## config.mk

```make
export PLATFORM = sky130hd
export DESIGN_NAME = input_debounce_filter
export DESIGN_NICKNAME = d
export VERILOG_FILES = /design/src/rtl/input_debounce_filter.sv
export SDC_FILE = /design/constraint.sdc
export NUM_CORES = 1
export LEC_CHECK = 0
export ABC_AREA = 1
export CORE_AREA = 5 5 56 58
export CTS_CLUSTER_SIZE = 28
export DETAILED_ROUTE_END_ITERATION = 8
export DIE_AREA = 0 0 61 63
export GPL_TIMING_DRIVEN = 0
export PLACE_DENSITY = 0.51
export SKIP_CTS_REPAIR_TIMING = 1
export SYNTH_ARGS = -nofsm -noshare
export SYNTH_HDL_FRONTEND = slang
export SYNTH_SLANG_ARGS = --single-unit
```

## constraint.sdc

```tcl
create_clock -name clk -period 2.58 [get_ports clk]
set_input_delay 0.387 -clock clk [delete_from_list [all_inputs] [get_ports clk]]
set_output_delay 0.387 -clock clk [all_outputs]
set_load 0.02 [all_outputs]
```

## src/rtl/input_debounce_filter.sv

```systemverilog
// Debounce filter: synchronises raw_in, samples it on a prescaled tick and commits
// a level change after STABLE_COUNT agreeing samples. Optional glitch counter: INPUT_DEBOUNCE_GLITCH_CNT_EN.
module input_debounce_filter #(
  parameter int SYNC_STAGES  = 2,
  parameter int PRESCALE     = 4,
  parameter int STABLE_COUNT = 3
) (
  input  logic       clk,
  input  logic       reset,
  input  logic       raw_in,
  output logic       clean_out,
  output logic       rise_pulse,
  output logic       fall_pulse,
  output logic       busy
`ifdef INPUT_DEBOUNCE_GLITCH_CNT_EN
  ,
  output logic [7:0] glitch_count
`endif
);

  localparam int                 PRESC_W    = (PRESCALE > 1) ? $clog2(PRESCALE) : 1;
  localparam logic [PRESC_W-1:0] PRESC_MAX  = PRESC_W'(PRESCALE - 1);
  localparam logic [PRESC_W-1:0] PRESC_ONE  = PRESC_W'(1);
  localparam logic [7:0]         STABLE_MAX = 8'(STABLE_COUNT);

  typedef enum logic [1:0] {
    IDLE_LOW   = 2'b00,
    CHECK_HIGH = 2'b01,
    IDLE_HIGH  = 2'b10,
    CHECK_LOW  = 2'b11
  } state_t;

  logic [SYNC_STAGES-1:0] sync_r;
  logic [PRESC_W-1:0]     presc_r;
  state_t                 state_r, state_nx_s;
  logic [7:0]             cnt_r, cnt_nx_s;
  logic                   sync_s, tick_s, glitch_s, high_s, check_s;

  assign sync_s  = sync_r[SYNC_STAGES-1];
  assign tick_s  = (presc_r == PRESC_MAX);
  assign high_s  = (state_r == IDLE_HIGH) || (state_r == CHECK_LOW);
  assign check_s = (state_r == CHECK_HIGH) || (state_r == CHECK_LOW);

  // synchroniser chain into clk
  always_ff @(posedge clk) begin
    if (reset) begin
      sync_r <= {SYNC_STAGES{1'b0}};
    end else begin
      sync_r <= {sync_r[SYNC_STAGES-2:0], raw_in};
    end
  end

  // sample-tick prescaler
  always_ff @(posedge clk) begin
    if (reset) begin
      presc_r <= {PRESC_W{1'b0}};
    end else if (tick_s) begin
      presc_r <= {PRESC_W{1'b0}};
    end else begin
      presc_r <= presc_r + PRESC_ONE;
    end
  end

  // state and agreement-counter register
  always_ff @(posedge clk) begin
    if (reset) begin
      state_r <= IDLE_LOW;
      cnt_r   <= 8'd0;
    end else begin
      state_r <= state_nx_s;
      cnt_r   <= cnt_nx_s;
    end
  end

  // next-state logic; a disagreeing sample mid-check is an aborted candidate
  always_comb begin
    state_nx_s = state_r;
    cnt_nx_s   = cnt_r;
    glitch_s   = 1'b0;
    if (tick_s) begin
      case (state_r)
        IDLE_LOW: begin
          if (sync_s) begin
            if (STABLE_COUNT == 1) begin
              state_nx_s = IDLE_HIGH;
              cnt_nx_s   = 8'd0;
            end else begin
              state_nx_s = CHECK_HIGH;
              cnt_nx_s   = 8'd1;
            end
          end else begin
            state_nx_s = IDLE_LOW;
            cnt_nx_s   = 8'd0;
          end
        end
        CHECK_HIGH: begin
          if (sync_s) begin
            if (cnt_r + 8'd1 == STABLE_MAX) begin
              state_nx_s = IDLE_HIGH;
              cnt_nx_s   = 8'd0;
            end else begin
              cnt_nx_s   = cnt_r + 8'd1;
            end
          end else begin
            state_nx_s = IDLE_LOW;
            cnt_nx_s   = 8'd0;
            glitch_s   = 1'b1;
          end
        end
        IDLE_HIGH: begin
          if (!sync_s) begin
            if (STABLE_COUNT == 1) begin
              state_nx_s = IDLE_LOW;
              cnt_nx_s   = 8'd0;
            end else begin
              state_nx_s = CHECK_LOW;
              cnt_nx_s   = 8'd1;
            end
          end else begin
            state_nx_s = IDLE_HIGH;
            cnt_nx_s   = 8'd0;
          end
        end
        CHECK_LOW: begin
          if (!sync_s) begin
            if (cnt_r + 8'd1 == STABLE_MAX) begin
              state_nx_s = IDLE_LOW;
              cnt_nx_s   = 8'd0;
            end else begin
              cnt_nx_s   = cnt_r + 8'd1;
            end
          end else begin
            state_nx_s = IDLE_HIGH;
            cnt_nx_s   = 8'd0;
            glitch_s   = 1'b1;
          end
        end
        default: begin
          state_nx_s = IDLE_LOW;
          cnt_nx_s   = 8'd0;
        end
      endcase
    end else begin
      state_nx_s = state_r;
      cnt_nx_s   = cnt_r;
    end
  end

  // registered level, edge strobes and busy flag
  always_ff @(posedge clk) begin
    if (reset) begin
      clean_out  <= 1'b0;
      rise_pulse <= 1'b0;
      fall_pulse <= 1'b0;
      busy       <= 1'b0;
    end else begin
      clean_out  <= high_s;
      rise_pulse <= high_s & ~clean_out;
      fall_pulse <= ~high_s & clean_out;
      busy       <= check_s;
    end
  end

`ifdef INPUT_DEBOUNCE_GLITCH_CNT_EN
  // saturating count of aborted candidates
  always_ff @(posedge clk) begin
    if (reset) begin
      glitch_count <= 8'd0;
    end else if (glitch_s && (glitch_count != 8'hFF)) begin
      glitch_count <= glitch_count + 8'd1;
    end else begin
      glitch_count <= glitch_count;
    end
  end
`else
  logic glitch_unused_s;
  assign glitch_unused_s = glitch_s;
`endif

endmodule

```

* After elaboration in Yosys (flattened, before gate mapping)
Cells that the tools add are included.
Storage, ports and cells: word-level logic and storage cells 39, output and inout port bits 4, bits of input ports 3, register bits 18
Operators by class: bitwise logic cells 4, equality and inequality tests 7, $add $sub $neg 2, reduce and logical (&&, ||, !) cells 5, muxes and demuxes 13
Operators with widths (count):
- case mux 8 bit (4 select lines) | 1
- two-way mux 8 bit | 3
- adder 8 x 1 -> 8 bit, second input constant | 1
- equality test 8 x 2 -> 1 bit, second input constant | 1
- two-way mux 2 bit | 4
- case mux 2 bit (4 select lines) | 1
- equality test 2 bit, second input constant | 3
- inequality test 3 x 2 -> 1 bit, second input constant | 2
- two-way mux 1 bit | 4
- AND reduction 3 bit | 1
- adder 2 x 1 -> 2 bit, second input constant | 1
- bitwise AND 1 bit | 2
- equality test 2 x 1 -> 1 bit, second input constant | 1
- logical NOT 2 bit | 1
- logical OR 1 bit | 2
- inverter 1 bit | 2
- OR reduction 2 bit | 1

* Longest topological paths before layout
Gate-level depths: netlist of run 1.
word-level depth 5, mapped depth 11, gate-level depth less buffers 11

* Worst setup path after synthesis of run 1
Ideal clock, no wire load.
path kind register -> register, start point register cnt_r[1], end point register with a tool-made name, path slack 1151 ps, required time 2465 ps, period minus slack after synthesis 1429 ps, library setup time 115 ps, arrival time 1314 ps, cell stages (with the launch flop) 11, path buffers 0, path through dfxtp_1 -> ha_1 -> nand3_1 -> o21ai_1 -> nand2_1 -> nor2_2 -> nand3_2 -> nand2_2 -> nand3_1 -> nand2_1 -> nor2_1
RTL lines:
- from (decl) | line 36 | logic [7:0] cnt_r, cnt_nx_s;
- from (signal assigned) | line 71 | cnt_r <= cnt_nx_s;

* Final worst setup path of run 1
start point register clean_out, end point output port clean_out
RTL lines:
- from (decl) | line 11 | output logic clean_out,
- from (signal assigned) | line 157 | clean_out <= high_s;
No word-level cell between the ends.

==> results of run 1 <==
## layout by cell type, fill, tap and decap left out
cell type         n
ha_1              3
clkbuf_1          1
nor3_1            1
o22ai_1           1
o21ai_0           4
o21bai_1          2
inv_1            19
nand2_2           2
o21ai_1           1
nor2_1           13
nand3_2           1
nor2_2            2
a21oi_1           4
nand2_1          23
clkdlybuf4s50_1   5
nand4_1           2
dfxtp_1          18
nand3_1          11
clkbuf_4          3
clkbuf_8          1
nor3_2            1
xnor2_1           2
## worst min-delay path by stage
stage / start / end / cells past startpoint
floorplan: sync_r[0] / sync_r[1] / 2
global placement: sync_r[0] / sync_r[1] / 2
detailed placement: sync_r[0] / sync_r[1] / 2
CTS: sync_r[0] / sync_r[1] / 2
global route: sync_r[0] / sync_r[1] / 2
finish: sync_r[0] / sync_r[1] / 2
## cell type report
cell class | count | area (sq um) | area share
Multi-Input combinational cell | 73 | 374.1 | 0.4003
Buffer | 1 | 3.754 | 0.004016
Inverter | 19 | 71.32 | 0.07631
Timing Repair Buffer | 5 | 50.05 | 0.05355
Clock buffer | 4 | 36.28 | 0.03882
Sequential cell | 18 | 360.3 | 0.3855
Tap cell | 31 | 38.79 | 0.04150
## per-layer routing
layer  global-route usage  vias up  routed length, microns
met4              0.04878        0                      21
met2               0.1377        6                     675
li1                     -      369                       -
met3              0.02893        2                      51
met1               0.1089      318                     742
met5                    0        -                       0
## cell usage after synthesis
cell type / instances / area share
ha_1: 3 / 0.046
nand3_2: 1 / 0.012
dfxtp_1: 18 / 0.45
nor2_2: 2 / 0.015
nor3_1: 1 / 0.0062
nor2_1: 13 / 0.060
a21oi_1: 4 / 0.025
nand2_1: 23 / 0.11
o22ai_1: 1 / 0.0077
nand2_2: 2 / 0.015
clkbuf_1: 1 / 0.0046
nor3_2: 1 / 0.012
nand4_1: 2 / 0.015
xnor2_1: 2 / 0.022
o21bai_1: 2 / 0.019
o21ai_1: 1 / 0.0062
nand3_1: 11 / 0.068
inv_1: 19 / 0.088
o21ai_0: 4 / 0.025
## sequential cells by signal (all words and copies together), names as in the netlist, named ones only
register and cells:
busy 1, state_r 1, fall_pulse 1, cnt_r 8, clean_out 1, rise_pulse 1
presc_r 2, sync_r 2
## kinds of logic after synthesis
family,Yosys count,synth area share
adders and majority gates,3,0.04637
buffers and inverters,20,0.09273
xor gates and xnor gates,2,0.02164
and+or+nand+nor,56,0.3122
AOI/OAI and AO/OA,12,0.08191
DFF,18,0.4451
## through the flow
step                      cells  utilization
after floorplan             111            -
after global placement      147       0.3435
after detailed placement    147       0.3435
after CTS                   151       0.3574
after global routing        151       0.3574
final                       151       0.3574
## report_power, final
| part | switching (mW) | total [mW] | internal (mW) |
|---|---|---|---|
| Combinational | 0.0131 | 0.0202 | 0.00715 |
| Clock | 0.0837 | 0.169 | 0.0858 |
| Sequential | 0.00281 | 0.286 | 0.284 |
| Total | 0.0996 | 0.476 | 0.377 |
==> results.sh, run 1 <==
export IMPL_finClkSkew_ns=0.002034
export IMPL_crit_family="buffers and inverters"
export IMPL_finalMaxSlewViolations=0
export IMPL_grt_pass1_wl_microns=2594
export IMPL_start_util=0.3096
export IMPL_ant_nets=0
export IMPL_nNetsFinal=127
export IMPL_syn_num_nets=117
export IMPL_clock_path_buffers=2
export IMPL_root_buffer="clkbuf_4"
export IMPL_post_route_period_util=0.6394
export IMPL_max_freq_ghz=0.6062
export IMPL_crit_path_start="clean_out"
export IMPL_placed_area_sq_um=898.4
export IMPL_finalSetupViolCount=0
export IMPL_final_hold_viol_count=0
export IMPL_max_stage_delay_ns=0.61
export IMPL_cts_htree_levels=1
export IMPL_clkSinkCount=18
export IMPL_gr_total_overflow=0
export IMPL_finalSetupTns_ns=0
export IMPL_die_width_microns=61
export IMPL_critPathBufInv=1
export IMPL_fin_ws_ns=0.9302
export IMPL_relSlewSlack=0.7582
export IMPL_antenna_found_initial=0
export IMPL_post_place_ws_ns=0.9303
export IMPL_status="complete, no violations"
export IMPL_endpoint="clean_out"
export IMPL_crit_path_end_kind="output port"
export IMPL_cp_num_cells=1
export IMPL_path_clk_slew_ns=0.10
export IMPL_power_leakage_nw=0.3822
export IMPL_yosysSeqAreaShare=0.4451
export IMPL_min_period_ns=1.650
export IMPL_rsz0062_at_grt="false"
export IMPL_port_buffers=5
export IMPL_pwr_density_cell_nw_per_um2=509.5
export IMPL_path_cells="clkdlybuf4s50_1"
export IMPL_vias_per_cell=4.603
export IMPL_wirelength_microns=1490
export IMPL_syn_to_final_growth_pct=15.46
export IMPL_coreArea_sq_um=2615
export IMPL_r2r_start="cnt_r[0]"
export IMPL_drive_above_1_share=0.08333
export IMPL_total_power_mw=0.4762
export IMPL_synth_cells=111
export IMPL_yosysWarnings=0
export IMPL_clk_latency_ns=0.28
export IMPL_gp_congestion=0.7797
export IMPL_worstPathMaxFanout=3
export IMPL_dr_pass1_iters=4
export IMPL_grt_max_degree=11
export IMPL_drt_iter0_drc=25
export IMPL_reg2reg_slack_ns=0.94
export IMPL_hpwl_microns=1141
export IMPL_synth_seq_cells=18
export IMPL_worst_pin_slew_ns=0.3627
export IMPL_yosysUniqueCellTypes=19
export IMPL_design_area_sq_um=934.6
export IMPL_critPathRequiredTime_ns=2.19
export IMPL_critPathKind="reg2out"
export IMPL_drv_cap=0
export IMPL_dieHeight_microns=63
export IMPL_io_pins=7
export IMPL_hp_class="reg2reg"
export IMPL_drc_errors=0
export IMPL_row_count=19
export IMPL_crit_slowest_cell="clkdlybuf4s50_1"
export IMPL_grt_pass1_vias=639
export IMPL_dieArea_sq_um=3843
export IMPL_fillers=291
export IMPL_wl_per_cell_microns=9.868
export IMPL_diodes=0
export IMPL_vias=695
export IMPL_cts_tree="done"
export IMPL_irDropWorstVdd_mv=0.3372
export IMPL_cts_buffers=3
export IMPL_holdWs_ns=0.4160
export IMPL_syn_area_sq_um=809.5
export IMPL_track_usage=0.09013
export IMPL_arrival_ns=1.26
export IMPL_cp_start_kind="register"
export IMPL_reg2reg_depth=10
export IMPL_syn_area_per_cell_sq_um=7.293
Note: power is estimated with default switching activity, not from simulation.
==> run 2: changes to the inputs <==
Clock period 2.58 ns to 1.55 ns, I/O delays scaled along.
==> results.sh, run 2 (synthesis results as in run 1) <==
export IMPL_grt_pass1_wl_microns=2594
export IMPL_root_buffer="clkbuf_4"
export IMPL_antenna_found_initial=0
export IMPL_post_route_period_util=0.9555
export IMPL_drt_iter0_drc=15
export IMPL_die_width_microns=61
export IMPL_final_hold_viol_count=0
export IMPL_relSlewSlack=0.7291
export IMPL_syn_to_final_growth_pct=20.87
export IMPL_grt_pass1_vias=639
export IMPL_path_clk_slew_ns=0.10
export IMPL_diodes=0
export IMPL_max_stage_delay_ns=0.40
export IMPL_design_area_sq_um=978.4
export IMPL_post_route_util=0.3742
export IMPL_total_power_mw=0.7921
export IMPL_crit_path_end_kind="register"
export IMPL_dieHeight_microns=63
export IMPL_power_leakage_nw=0.4083
export IMPL_critPathRequiredTime_ns=1.74
export IMPL_placed_area_sq_um=898.4
export IMPL_finalSetupViolCount=0
export IMPL_pwr_density_cell_nw_per_um2=809.6
export IMPL_largest_reg_flops=8
export IMPL_finClkSkew_ns=0.003958
export IMPL_drc_errors=0
export IMPL_hp_class="in2reg"
export IMPL_hpwl_microns=1141
export IMPL_ant_nets=0
export IMPL_io_pins=7
export IMPL_min_period_ns=1.481
export IMPL_drive_above_1_share=0.1417
export IMPL_holdWs_ns=0.3059
export IMPL_arrival_ns=1.67
export IMPL_worstPathMaxFanout=5
export IMPL_fin_ws_ns=0.06899
export IMPL_max_freq_ghz=0.6752
export IMPL_gr_total_overflow=0
export IMPL_final_common_cell="nand2_1"
export IMPL_start_util=0.3096
export IMPL_dr_pass1_iters=4
export IMPL_clkSinkCount=18
export IMPL_wl_per_cell_microns=10.12
export IMPL_grt_max_degree=11
export IMPL_path_cells="ha_4 -> nand3_2 -> o21ai_1 -> nand2_1 -> nor2_2 -> nand3_2 -> nand2_2 -> nand3_1 -> nand2_1 -> nor2_1"
export IMPL_gp_congestion=0.7797
export IMPL_nNetsFinal=127
export IMPL_port_buffers=5
export IMPL_placed_cells=147
export IMPL_cts_buffers=3
export IMPL_finalSetupTns_ns=0
export IMPL_clock_path_buffers=2
export IMPL_status="complete, no violations"
export IMPL_cts_htree_levels=1
export IMPL_irDropWorstVdd_mv=0.5769
export IMPL_cts_tree="done"
export IMPL_cp_start_kind="register"
export IMPL_largest_register="cnt_r"
export IMPL_wirelength_microns=1528
export IMPL_final_cell_mix="nand2_1 (23), inv_1 (19), dfxtp_1 (14)"
export IMPL_clk_latency_ns=0.29
export IMPL_row_count=19
export IMPL_drv_cap=0
export IMPL_worst_pin_slew_ns=0.4064
export IMPL_finalMaxSlewViolations=0
export IMPL_dieArea_sq_um=3843
export IMPL_critPathKind="reg2reg"
export IMPL_post_place_ws_ns=-0.09974
export IMPL_reg_top3="cnt_r: 8 flops, presc_r: 2 flops, sync_r: 2 flops"
export IMPL_rsz0062_at_grt="true"
export IMPL_coreArea_sq_um=2615
export IMPL_vias=692
export IMPL_final_cells=151
export IMPL_vias_per_cell=4.583
export IMPL_crit_slowest_cell="dfxtp_4"
export IMPL_track_usage=0.09013
-- run 2: worst paths after layout --
path	from	endpoint	slack, ns	cells after the start
max	cnt_r[0]	register	0.07	10
min	reset	sync_r[0]	0.31	2
max reg2reg	cnt_r[0]	register	0.07	10
min reg2reg	sync_r[0]	sync_r[1]	0.42	2
-- run 2: worst max-delay path, delay by kind of cell (launching register included) --
kind,cells,cell delay (ns)
AOI/OAI and AO/OA,1,0.13
DFF,1,0.40
adders and majority gates,1,0.16
and+or+nand+nor,8,0.69
-- run 2: power breakdown --
group | internal, mW | switching [mW] | total [mW]
Combinational | 0.0120 | 0.0233 | 0.0353
Clock | 0.143 | 0.140 | 0.283
Sequential | 0.469 | 0.00486 | 0.474
-- run 2: final cells by class --
cell class	count	area [sq um]
Multi-Input combinational cell	73	405.4
Inverter	19	71.32
Sequential cell	18	370.4
Tap cell	31	38.79
Timing Repair Buffer	5	52.55
Buffer	1	3.754
Clock buffer	4	36.28
Fill cell	282	1637
-- run 2: routing by layer --
layer | wire length [microns] | track usage
met1 | 740 | 0.1089
met3 | 55 | 0.02893
met2 | 715 | 0.1377
met5 | 0 | 0
met4 | 17 | 0.04878
==> run 3: changes to the inputs <==
Settings changed: GPL_ROUTABILITY_DRIVEN from default to 0.
Clock period 1.55 ns to 1.5 ns, I/O delays scaled along.
==> results.sh, run 3 (synthesis results as in run 1) <==
export IMPL_io_pins=7
export IMPL_port_buffers=5
export IMPL_fin_ws_ns=0.03461
export IMPL_finalSetupViolCount=0
export IMPL_drv_cap=0
export IMPL_wl_per_cell_microns=10.42
export IMPL_placed_cells=147
export IMPL_cts_htree_levels=1
export IMPL_clk_latency_ns=0.28
export IMPL_start_util=0.3096
export IMPL_critPathKind="reg2reg"
export IMPL_syn_to_final_growth_pct=25.97
export IMPL_vias_per_cell=4.601
export IMPL_post_route_period_util=0.9769
export IMPL_dr_pass1_iters=4
export IMPL_reg_top3="cnt_r: 8 flops, presc_r: 2 flops, sync_r: 2 flops"
export IMPL_design_area_sq_um=1020
export IMPL_rsz0062_at_grt="true"
export IMPL_irDropWorstVdd_mv=0.5988
export IMPL_worstPathMaxFanout=5
export IMPL_drive_above_1_share=0.1885
export IMPL_grt_pass1_wl_microns=2594
export IMPL_holdWs_ns=0.3044
export IMPL_power_leakage_nw=0.4562
export IMPL_critPathRequiredTime_ns=1.69
export IMPL_grt_pass1_vias=639
export IMPL_ant_nets=0
export IMPL_status="complete, no violations"
export IMPL_arrival_ns=1.65
export IMPL_root_buffer="clkbuf_4"
export IMPL_die_width_microns=61
export IMPL_diodes=0
export IMPL_cp_start_kind="register"
export IMPL_crit_path_end_kind="register"
export IMPL_vias=704
export IMPL_clock_path_buffers=2
export IMPL_drt_iter0_drc=19
export IMPL_worst_pin_slew_ns=0.4149
export IMPL_placed_area_sq_um=898.4
export IMPL_grt_max_degree=11
export IMPL_finalMaxSlewViolations=0
export IMPL_dieHeight_microns=63
export IMPL_final_cells=153
export IMPL_antenna_found_initial=0
export IMPL_reg2reg_slack_ns=0.03
export IMPL_track_usage=0.09013
export IMPL_cts_tree="done"
export IMPL_final_cell_mix="nand2_1 (22), inv_1 (19), dfxtp_1 (13)"
export IMPL_hpwl_microns=1141
export IMPL_row_count=19
export IMPL_relSlewSlack=0.7234
export IMPL_final_common_cell="nand2_1"
export IMPL_largest_reg_flops=8
export IMPL_nNetsFinal=129
export IMPL_largest_register="cnt_r"
export IMPL_post_place_ws_ns=-0.1497
export IMPL_dieArea_sq_um=3843
export IMPL_hp_class="in2reg"
export IMPL_cts_buffers=3
export IMPL_min_period_ns=1.465
export IMPL_wirelength_microns=1594
export IMPL_final_hold_viol_count=0
export IMPL_r2r_start="cnt_r[1]"
export IMPL_reg2reg_depth=10
export IMPL_clkSinkCount=18
export IMPL_coreArea_sq_um=2615
export IMPL_finClkSkew_ns=0.002833
export IMPL_path_clk_slew_ns=0.10
export IMPL_pwr_density_cell_nw_per_um2=802.2
export IMPL_max_freq_ghz=0.6824
export IMPL_gr_total_overflow=0
export IMPL_crit_path_start="cnt_r[1]"
export IMPL_drc_errors=0
run 3: critical path: stages (launching register included):
cell	delay, ns
dfxtp_4	0.40
ha_4	0.17
nand3_4	0.08
o21ai_1	0.14
nand2_1	0.09
nor2_2	0.11
nand3_2	0.11
nand2_2	0.11
nand3_2	0.06
nand2_1	0.06
nor2_1	0.04
run 3: area by class of cell:
class / count / area [sq um]
Buffer: 1 / 3.754
Multi-Input combinational cell: 73 / 422.9
Sequential cell: 18 / 374.1
Timing Repair Buffer: 7 / 72.57
Tap cell: 31 / 38.79
Inverter: 19 / 71.32
Fill cell: 285 / 1595
Clock buffer: 4 / 36.28
run 3: worst min path at each step:
stage               from  slack, ns        end  cells past startpoint
3_5_place_dp   sync_r[0]       0.41  sync_r[1]                      2
4_1_cts            reset       0.28  sync_r[0]                      2
5_1_grt            reset       0.33  clean_out                      2
2_1_floorplan     raw_in       0.33  sync_r[0]                      2
6_report           reset       0.30  sync_r[0]                      2
3_3_place_gp   sync_r[0]       0.40  sync_r[1]                      2
run 3: metrics by stage:
stage	utilization	power, mW	setup TNS (ns)
floorplan	-	0.5282	0
global placement	0.3435	0.5382	-0.2525
detailed placement	0.3435	0.5396	-0.3406
CTS	0.3574	0.8327	-0.4773
global route	0.3900	0.8663	-0.1846
finish	0.3900	0.8181	0
run 3: metal layers:
metal | global-route usage | wire (microns) | vias up
met1 | 0.1089 | 746 | 323
met3 | 0.02893 | 60 | 2
met4 | 0.04878 | 21 | 0
li1 | - | - | 373
met2 | 0.1377 | 767 | 6
met5 | 0 | 0 | -
run 3: where the power goes:
| group | leakage (nW) | total, mW | switching, mW | internal (mW) |
|---|---|---|---|---|
| clock | 0.0210 | 0.292 | 0.144 | 0.148 |
| sequential | 0.149 | 0.488 | 0.00497 | 0.483 |
| combinational | 0.286 | 0.0387 | 0.0251 | 0.0136 |
| total | 0.456 | 0.818 | 0.174 | 0.644 |
